**config.mk**
```make
export PLATFORM = sky130hd
export DESIGN_NAME = mux_sel_scanner
export DESIGN_NICKNAME = d
export VERILOG_FILES = /design/src/rtl/mux_sel_scanner.sv
export SDC_FILE = /design/constraint.sdc
export NUM_CORES = 1
export LEC_CHECK = 0
export CORE_UTILIZATION = 35
export CTS_CLUSTER_DIAMETER = 200
export DETAILED_ROUTE_END_ITERATION = 16
export PLACE_DENSITY_LB_ADDON = 0.08
export SYNTH_ARGS = -nofsm -noshare
export SYNTH_HDL_FRONTEND = slang
export SYNTH_SLANG_ARGS = --single-unit
```
**constraint.sdc**
```tcl
create_clock -name clk -period 1.9 [get_ports clk]
set_input_delay 0.19 -clock clk [delete_from_list [all_inputs] [get_ports clk]]
set_output_delay 0.19 -clock clk [all_outputs]
set_load 0.01 [all_outputs]
```
**src/rtl/mux_sel_scanner.sv**
```systemverilog
// Round-robin select generator for the S1/S0 pair of a 4:1 data mux.
// One request channel at a time is granted for a programmable dwell.
module mux_sel_scanner #(
    parameter int DWELL_W = 4
) (
    input  logic               clk,
    input  logic               reset,
    input  logic               enable,
    input  logic [3:0]         req,
    input  logic [DWELL_W-1:0] dwell,
    output logic               S0,
    output logic               S1,
    output logic [3:0]         grant,
    output logic               valid,
    output logic               switch_pulse
);

    typedef enum logic {
        IDLE,
        HOLD
    } state_t;

    state_t             state;
    logic [1:0]         sel;
    logic [1:0]         ptr;
    logic [DWELL_W-1:0] count;

    logic               found;
    logic [1:0]         winner;
    logic [1:0]         idx;
    logic [DWELL_W-1:0] load_count;
    logic               release_now;

    // The select lines come straight from a register, so the mux never sees glitches.
    assign {S1, S0} = sel;

    // Rotating priority search starting at ptr; the last owner sits at the end.
    always_comb begin
        found  = 1'b0;
        winner = ptr;
        idx    = ptr;
        for (int i = 0; i < 4; i++) begin
            idx = ptr + 2'(i);
            if (!found && req[idx]) begin
                found  = 1'b1;
                winner = idx;
            end
        end
    end

    assign load_count  = (dwell == '0) ? DWELL_W'(1) : dwell;
    assign release_now = (count == DWELL_W'(1)) || !req[sel] || !enable;

    always_ff @(posedge clk) begin
        if (reset) begin
            state        <= IDLE;
            sel          <= 2'd0;
            ptr          <= 2'd0;
            count        <= '0;
            grant        <= 4'b0000;
            valid        <= 1'b0;
            switch_pulse <= 1'b0;
        end else begin
            switch_pulse <= 1'b0;
            case (state)
                IDLE: begin
                    if (enable && found) begin
                        state        <= HOLD;
                        sel          <= winner;
                        ptr          <= winner + 2'd1;
                        count        <= load_count;
                        grant        <= 4'b0001 << winner;
                        valid        <= 1'b1;
                        switch_pulse <= 1'b1;
                    end
                end
                HOLD: begin
                    count <= count - DWELL_W'(1);
                    if (release_now) begin
                        // Hand over without an idle cycle when anyone is still asking.
                        if (enable && found) begin
                            sel          <= winner;
                            ptr          <= winner + 2'd1;
                            count        <= load_count;
                            grant        <= 4'b0001 << winner;
                            valid        <= 1'b1;
                            switch_pulse <= 1'b1;
                        end else begin
                            state <= IDLE;
                            grant <= 4'b0000;
                            valid <= 1'b0;
                        end
                    end
                end
                default: begin
                    state <= IDLE;
                    grant <= 4'b0000;
                    valid <= 1'b0;
                end
            endcase
        end
    end

endmodule
```
# Yosys cells after proc, flatten, opt, wreduce, memory -nomap -nowiden

Cells that the tools add are included.

Muxes and demuxes: 40
$add $sub $neg: 5
Shift-type cells: 1
Reductions and logical operators: 13
Order comparisons: 5
Bitwise logic cells: 1
Equality and inequality tests: 3

Operators with widths:

| cell                  | number |
|---|---|
| $mux W4               | 7 |
| $pmux W4 S2           | 2 |
| $lt A2 B3 Y1 const B  | 5 |
| $mux W1               | 14 |
| $mux W2               | 7 |
| $bmux W1 S2           | 5 |
| $pmux W2 S2           | 2 |
| $pmux W1 S2           | 3 |
| $logic_not A1 Y1      | 5 |
| $add A2 B1 Y2 const B | 2 |
| $add A2 B2 Y2 const B | 2 |
| $eq A4 B1 Y1 const B  | 1 |
| $logic_and A1 B1 Y1   | 4 |
| $logic_not A4 Y1      | 1 |
| $shl A1 B2 Y4 const A | 1 |
| $sub A4 B1 Y4 const B | 1 |
| $logic_or A1 B1 Y1    | 2 |
| $ne A2 B1 Y1 const B  | 1 |
| $ne A2 B2 Y1 const B  | 1 |
| $reduce_and A2 Y1     | 1 |
| $not A1 Y1            | 1 |

Input bits: 11
Output and inout port bits: 8
Register bits after elaboration: 15

# Logic depth before layout (Yosys ltp)

Depth in word-level cells: 16
Depth in mapped cells: 8
Mapped depth without buffers: 7

# Worst setup path after synthesis

OpenSTA, ideal clock, no wires.

Path kind: register to register
Start point: reg count[1]
End point: reg count[3]
Path buffers: 1
Cell stages (with the launch flop): 8
Data required time: 1.823 ns
Slack: 0.068 ns
Arrival time: 1.756 ns
Path through: dfxtp_1 -> inv_1 -> ha_1 -> or3b_2 -> and4_4 -> buf_6 -> or3_1 -> a41oi_2

Longest elaborated chain between the ends: 5
Elaborated cells on any way between the ends: 7

RTL lines:

| what                                                  | line | text |
|---|---|---|
| start: declaration                                    | 26   | `logic [DWELL_W-1:0] count;` |
| start signal: assignment                              | 71   | `count <= load_count;` |
| start signal: assignment                              | 78   | `count <= count - DWELL_W'(1);` |
| start signal: assignment                              | 84   | `count <= load_count;` |
| branches (longest 3 deep; another with $sub A4 B1 Y4) | -    |  |
| $mux W4 (*)                                           | 79   | `if (release_now) begin` |
| $pmux W4 S2 (*)                                       | 65   | `case (state)` |

Every way passes the cells marked *.
A chain may end at the register's enable or synchronous reset.

# Worst setup path after layout

Start point: in req[3]
End point: reg ptr[1]

Longest elaborated chain between the ends: 16
Elaborated cells on any way between the ends: 32

RTL lines:

| what                                                        | line   | text |
|---|---|---|
| start: declaration                                          | 9      | `input logic [3:0] req,` |
| $bmux W1 S2                                                 | 44     | `if (!found && req[idx]) begin` |
| $mux W1 (implied by the code)                               | 44     |  |
| $mux W1                                                     | 44     |  |
| $logic_not A1 Y1                                            | 44     |  |
| $logic_and A1 B1 Y1                                         | 44     |  |
| $mux W1                                                     | 44     |  |
| $logic_not A1 Y1                                            | 44     |  |
| $logic_and A1 B1 Y1                                         | 44     |  |
| $mux W1                                                     | 44     |  |
| $logic_not A1 Y1                                            | 44     |  |
| $logic_and A1 B1 Y1                                         | 44     |  |
| $mux W2 / $mux W1 (equally long branches)                   | 44     |  |
| $add A2 B1 Y2 / $logic_and A1 B1 Y1 (equally long branches) | -      |  |
| $mux W2                                                     | 67, 81 |  |
| $mux W2                                                     | 79     |  |
| $pmux W2 S2                                                 | 65     |  |
| end signal: assignment                                      | 70     | `ptr <= winner + 2'd1;` |
| end signal: assignment                                      | 83     | `ptr <= winner + 2'd1;` |
| end: declaration                                            | 25     | `logic [1:0] ptr;` |

Several ways; a longest one is shown, not always the timed one. The select of a mux whose other input is x is not followed.

==> flow_metrics.tcl <==
set metrics [dict create \
    yosys_warnings 0 \
    clock_power_share_pct 24.2 \
    timing.hold.worst.class "reg -> reg" \
    final_wirelength_um 2270 \
    grt_antenna_before_repair 0 \
    setup_viol 0 \
    post_synth_instance_area_um2 908 \
    cellInternalPower_uw 563 \
    final_critical_period_ns 1.82 \
    finClkSkew_ns 0.00222 \
    peakVddDrop_v 0.000535 \
    synth_seq_cells 15 \
    finish.instance_area_um2 1330 \
    post_synth_num_cell_types 38 \
    grt_max_degree 11 \
    detail_route.iter0.violations 14 \
    grt_overflow_total 0 \
    synth_enable_flop_cells 0 \
    ys_dominant_reg_cell "sky130_fd_sc_hd__dfxtp_1" \
    syn2layout_area_growth_pct 46.7 \
    post_dp_cell_area_um2 1240 \
    top_level_ports 19 \
    pwr-share-seq_pct 43.5 \
    critical_path_cell_by_cell "clkdlybuf4s50_1 > buf_6 > mux4_2 > a41oi_4 > buf_6 > nor2_1 > a211oi_1" \
    crit_path_start_kind "primary input" \
    maxSlewViolCount 0 \
    dpl.cell_count 165 \
    clk_latency_ns 0.30 \
    syn-num-nets 119 \
    power.static_leakage_uw 0.000527 \
    synth.avg_cell_area_um2 8.91 \
    cp_top_family "buffers and inverters" \
    number_of_global_route_vias_before_repair 835 \
    share_comb_of_total_power_pct 32.3 \
    critPathCaptureType "register" \
    portBuffers 18 \
    postRouteAntennaNets 0 \
    post_synth_most_frequent_cells "15 x sky130_fd_sc_hd__dfxtp_1, 11 x sky130_fd_sc_hd__o21ai_0, 8 x sky130_fd_sc_hd__nor2_1" \
    switching_share_pct 31.9 \
    run_status "complete, no violations" \
    ff2ff_setup_slack_ns 0.14 \
    p_per_area_nw_per_um2 621 \
    max_stage_delay_ns 0.55 \
    slew-limit-headroom_pct 68.8 \
    post-synth-top-count-cell "sky130_fd_sc_hd__dfxtp_1" \
    total_switching_power_uw 264 \
    timing.final.hold_violations 0 \
    path_common_cell "sky130_fd_sc_hd__buf_6" \
    gp_routability_congestion 0.793 \
    cts_tree "built" \
    post-synth-top-area-cell "sky130_fd_sc_hd__dfxtp_1" \
    postSynth.asyncResetShare_pct 0 \
    max_freq_ghz 0.548 \
    share_of_the_clock_period_used_by_the_worst_path_after_layout_pct 96.0 \
    final-instance-count-excl-fill 170 \
    routed_via_density 5.23 \
    crit_buf_inv 3 \
    crit_arrival_ns 2.05 \
    site_row_count 18 \
    drive_above_1_share_pct 29.3 \
    hold_ws_ns 0.479 \
    clock_path_buffers 2 \
    worst_ep_required_time_ns 2.12 \
    grt_use_total_pct 18.4 \
    root_buffer "sky130_fd_sc_hd__clkbuf_4" \
    cp_max_fo 8 \
    synth.yosys.seq_area_share_pct 33.1 \
    cap_violations 0 \
    syn_inst 102 \
    numClockSinks 15 \
    worst_path_max_delay_cell "sky130_fd_sc_hd__mux4_2" \
    path_clk_slew_ns 0.10 \
    place.detailed.hpwl_um 1660 \
    firstDrtPassIters 4 \
    rsz0062_at_grt "no" \
    design.core.area_um2 2450 \
    tightestPinTransition_ns 0.467 \
    worst-setup-path-type "in -> reg" \
    die_w_um 52.9 \
    vias 889 \
    nets 158 \
    post-route-drc-count 0 \
    die_h_um 52.9 \
    detail_route.wl_per_cell_um 13.3 \
    cts_max_level 1 \
    numCtsBuffers 3 \
    floorplan.initialDensity_pct 37.0 \
    largest_cells_by_area_after_synthesis "sky130_fd_sc_hd__dfxtp_1 33%, sky130_fd_sc_hd__ha_1 8.3%, sky130_fd_sc_hd__o21ai_0 6.1%" \
    grt_first_pass_wirelength_um 3660 \
    final_core_utilization_pct 54.3 \
    floorplan.die_area_um2 2800 \
    number_of_diodes_added_for_antenna_fixing 0 \
    area_share_of_the_largest_cell_type_after_synthesis_pct 33.1 \
]
-- logic make-up after synthesis --
logic type / Yosys count / share of synthesized area, %
multiplexers: 2 / 3.58
flip-flops: 15 / 33.1
AND/OR/NAND/NOR: 33 / 20.7
XOR/XNOR: 1 / 0.964
adder cells (fa/ha/maj): 6 / 8.26
buffers and inverters: 11 / 6.47
AO/OA/AOI/OAI: 34 / 27.0
-- metrics by stage --
step                setup TNS, ns  setup WS (ns)  power, uW
CTS                             0         0.0228        817
global placement            -2.59         -0.272        607
floorplan                       0         0.0677        493
global route                    0        0.00362        879
detailed placement          -3.06         -0.296        609
finish                          0         0.0765        827
-- path summary, 6_finish.rpt --
path,from,endpoint,cells after the start
setup reg to reg,sel[0],ptr[1],5
hold / removal,grant[2],grant[2],2
setup / recovery,req[3],ptr[1],7
hold reg to reg,grant[2],grant[2],2
-- power groups by stage --
stage | Clock, uW | Combinational (uW) | Sequential [uW]
2_1_floorplan | 0 | 124 | 369
3_3_place_gp | 0 | 241 | 366
3_5_place_dp | 0 | 243 | 366
4_1_cts | 209 | 248 | 359
5_1_grt | 223 | 293 | 364
6_report | 200 | 267 | 360
-- sequential cells by signal, summed over array words and instances (netlist names) --
register / count
count: 4
state: 1
grant: 4
sel: 2
ptr: 2
valid: 1
switch_pulse: 1
-- cell usage in the layout (no fill, tap or decap), types with 2 or more instances in the layout --
| master | count |
|---|---|
| sky130_fd_sc_hd__a2111oi_2 | 2 |
| sky130_fd_sc_hd__clkdlybuf4s50_1 | 17 |
| sky130_fd_sc_hd__o21a_1 | 2 |
| sky130_fd_sc_hd__a21oi_1 | 6 |
| sky130_fd_sc_hd__nor3_1 | 3 |
| sky130_fd_sc_hd__or3_1 | 2 |
| sky130_fd_sc_hd__buf_4 | 19 |
| sky130_fd_sc_hd__nor2b_1 | 2 |
| sky130_fd_sc_hd__nor2_1 | 8 |
| sky130_fd_sc_hd__nand2_1 | 5 |
| sky130_fd_sc_hd__a211oi_1 | 3 |
| sky130_fd_sc_hd__nand3_1 | 2 |
| sky130_fd_sc_hd__dfxtp_1 | 14 |
| sky130_fd_sc_hd__ha_1 | 6 |
| sky130_fd_sc_hd__clkbuf_4 | 3 |
| sky130_fd_sc_hd__inv_1 | 6 |
| sky130_fd_sc_hd__o21ai_0 | 11 |
| sky130_fd_sc_hd__buf_6 | 2 |
-- final cells by class --
type	count	area, um^2
Inverter	6	22.5
Fill cell	234	1120
Clock inverter	1	7.51
Timing Repair Buffer	39	348
Clock buffer	3	22.5
Multi-Input combinational cell	76	593
Tap cell	30	37.5
Sequential cell	15	302
-- routing by layer --
metal  global-route usage [%]  up-vias  wire [um]
met3                     5.17        2         94
li1                         -      451          -
met5                        0        -          0
met4                     5.26        0         13
met1                     23.6      419       1130
met2                     29.5       17       1030
-- tightest hold or removal path, stage by stage (launching register included) --
cell,delay [ns]
sky130_fd_sc_hd__dfxtp_1,0.32
sky130_fd_sc_hd__o21ai_0,0.06
sky130_fd_sc_hd__a21oi_1,0.06
-- what timing repair did --
| item | 4_1_cts | 5_1_grt |
|---|---|---|
| pin swaps | 0 | 2 |
| setup buffers | 0 | 1 |
| endpoints found under the setup margin | 1 | 9 |
| hold buffers | 0 | 0 |
| resized for setup | 1 | 11 |
(Power assumes the default switching activity.)
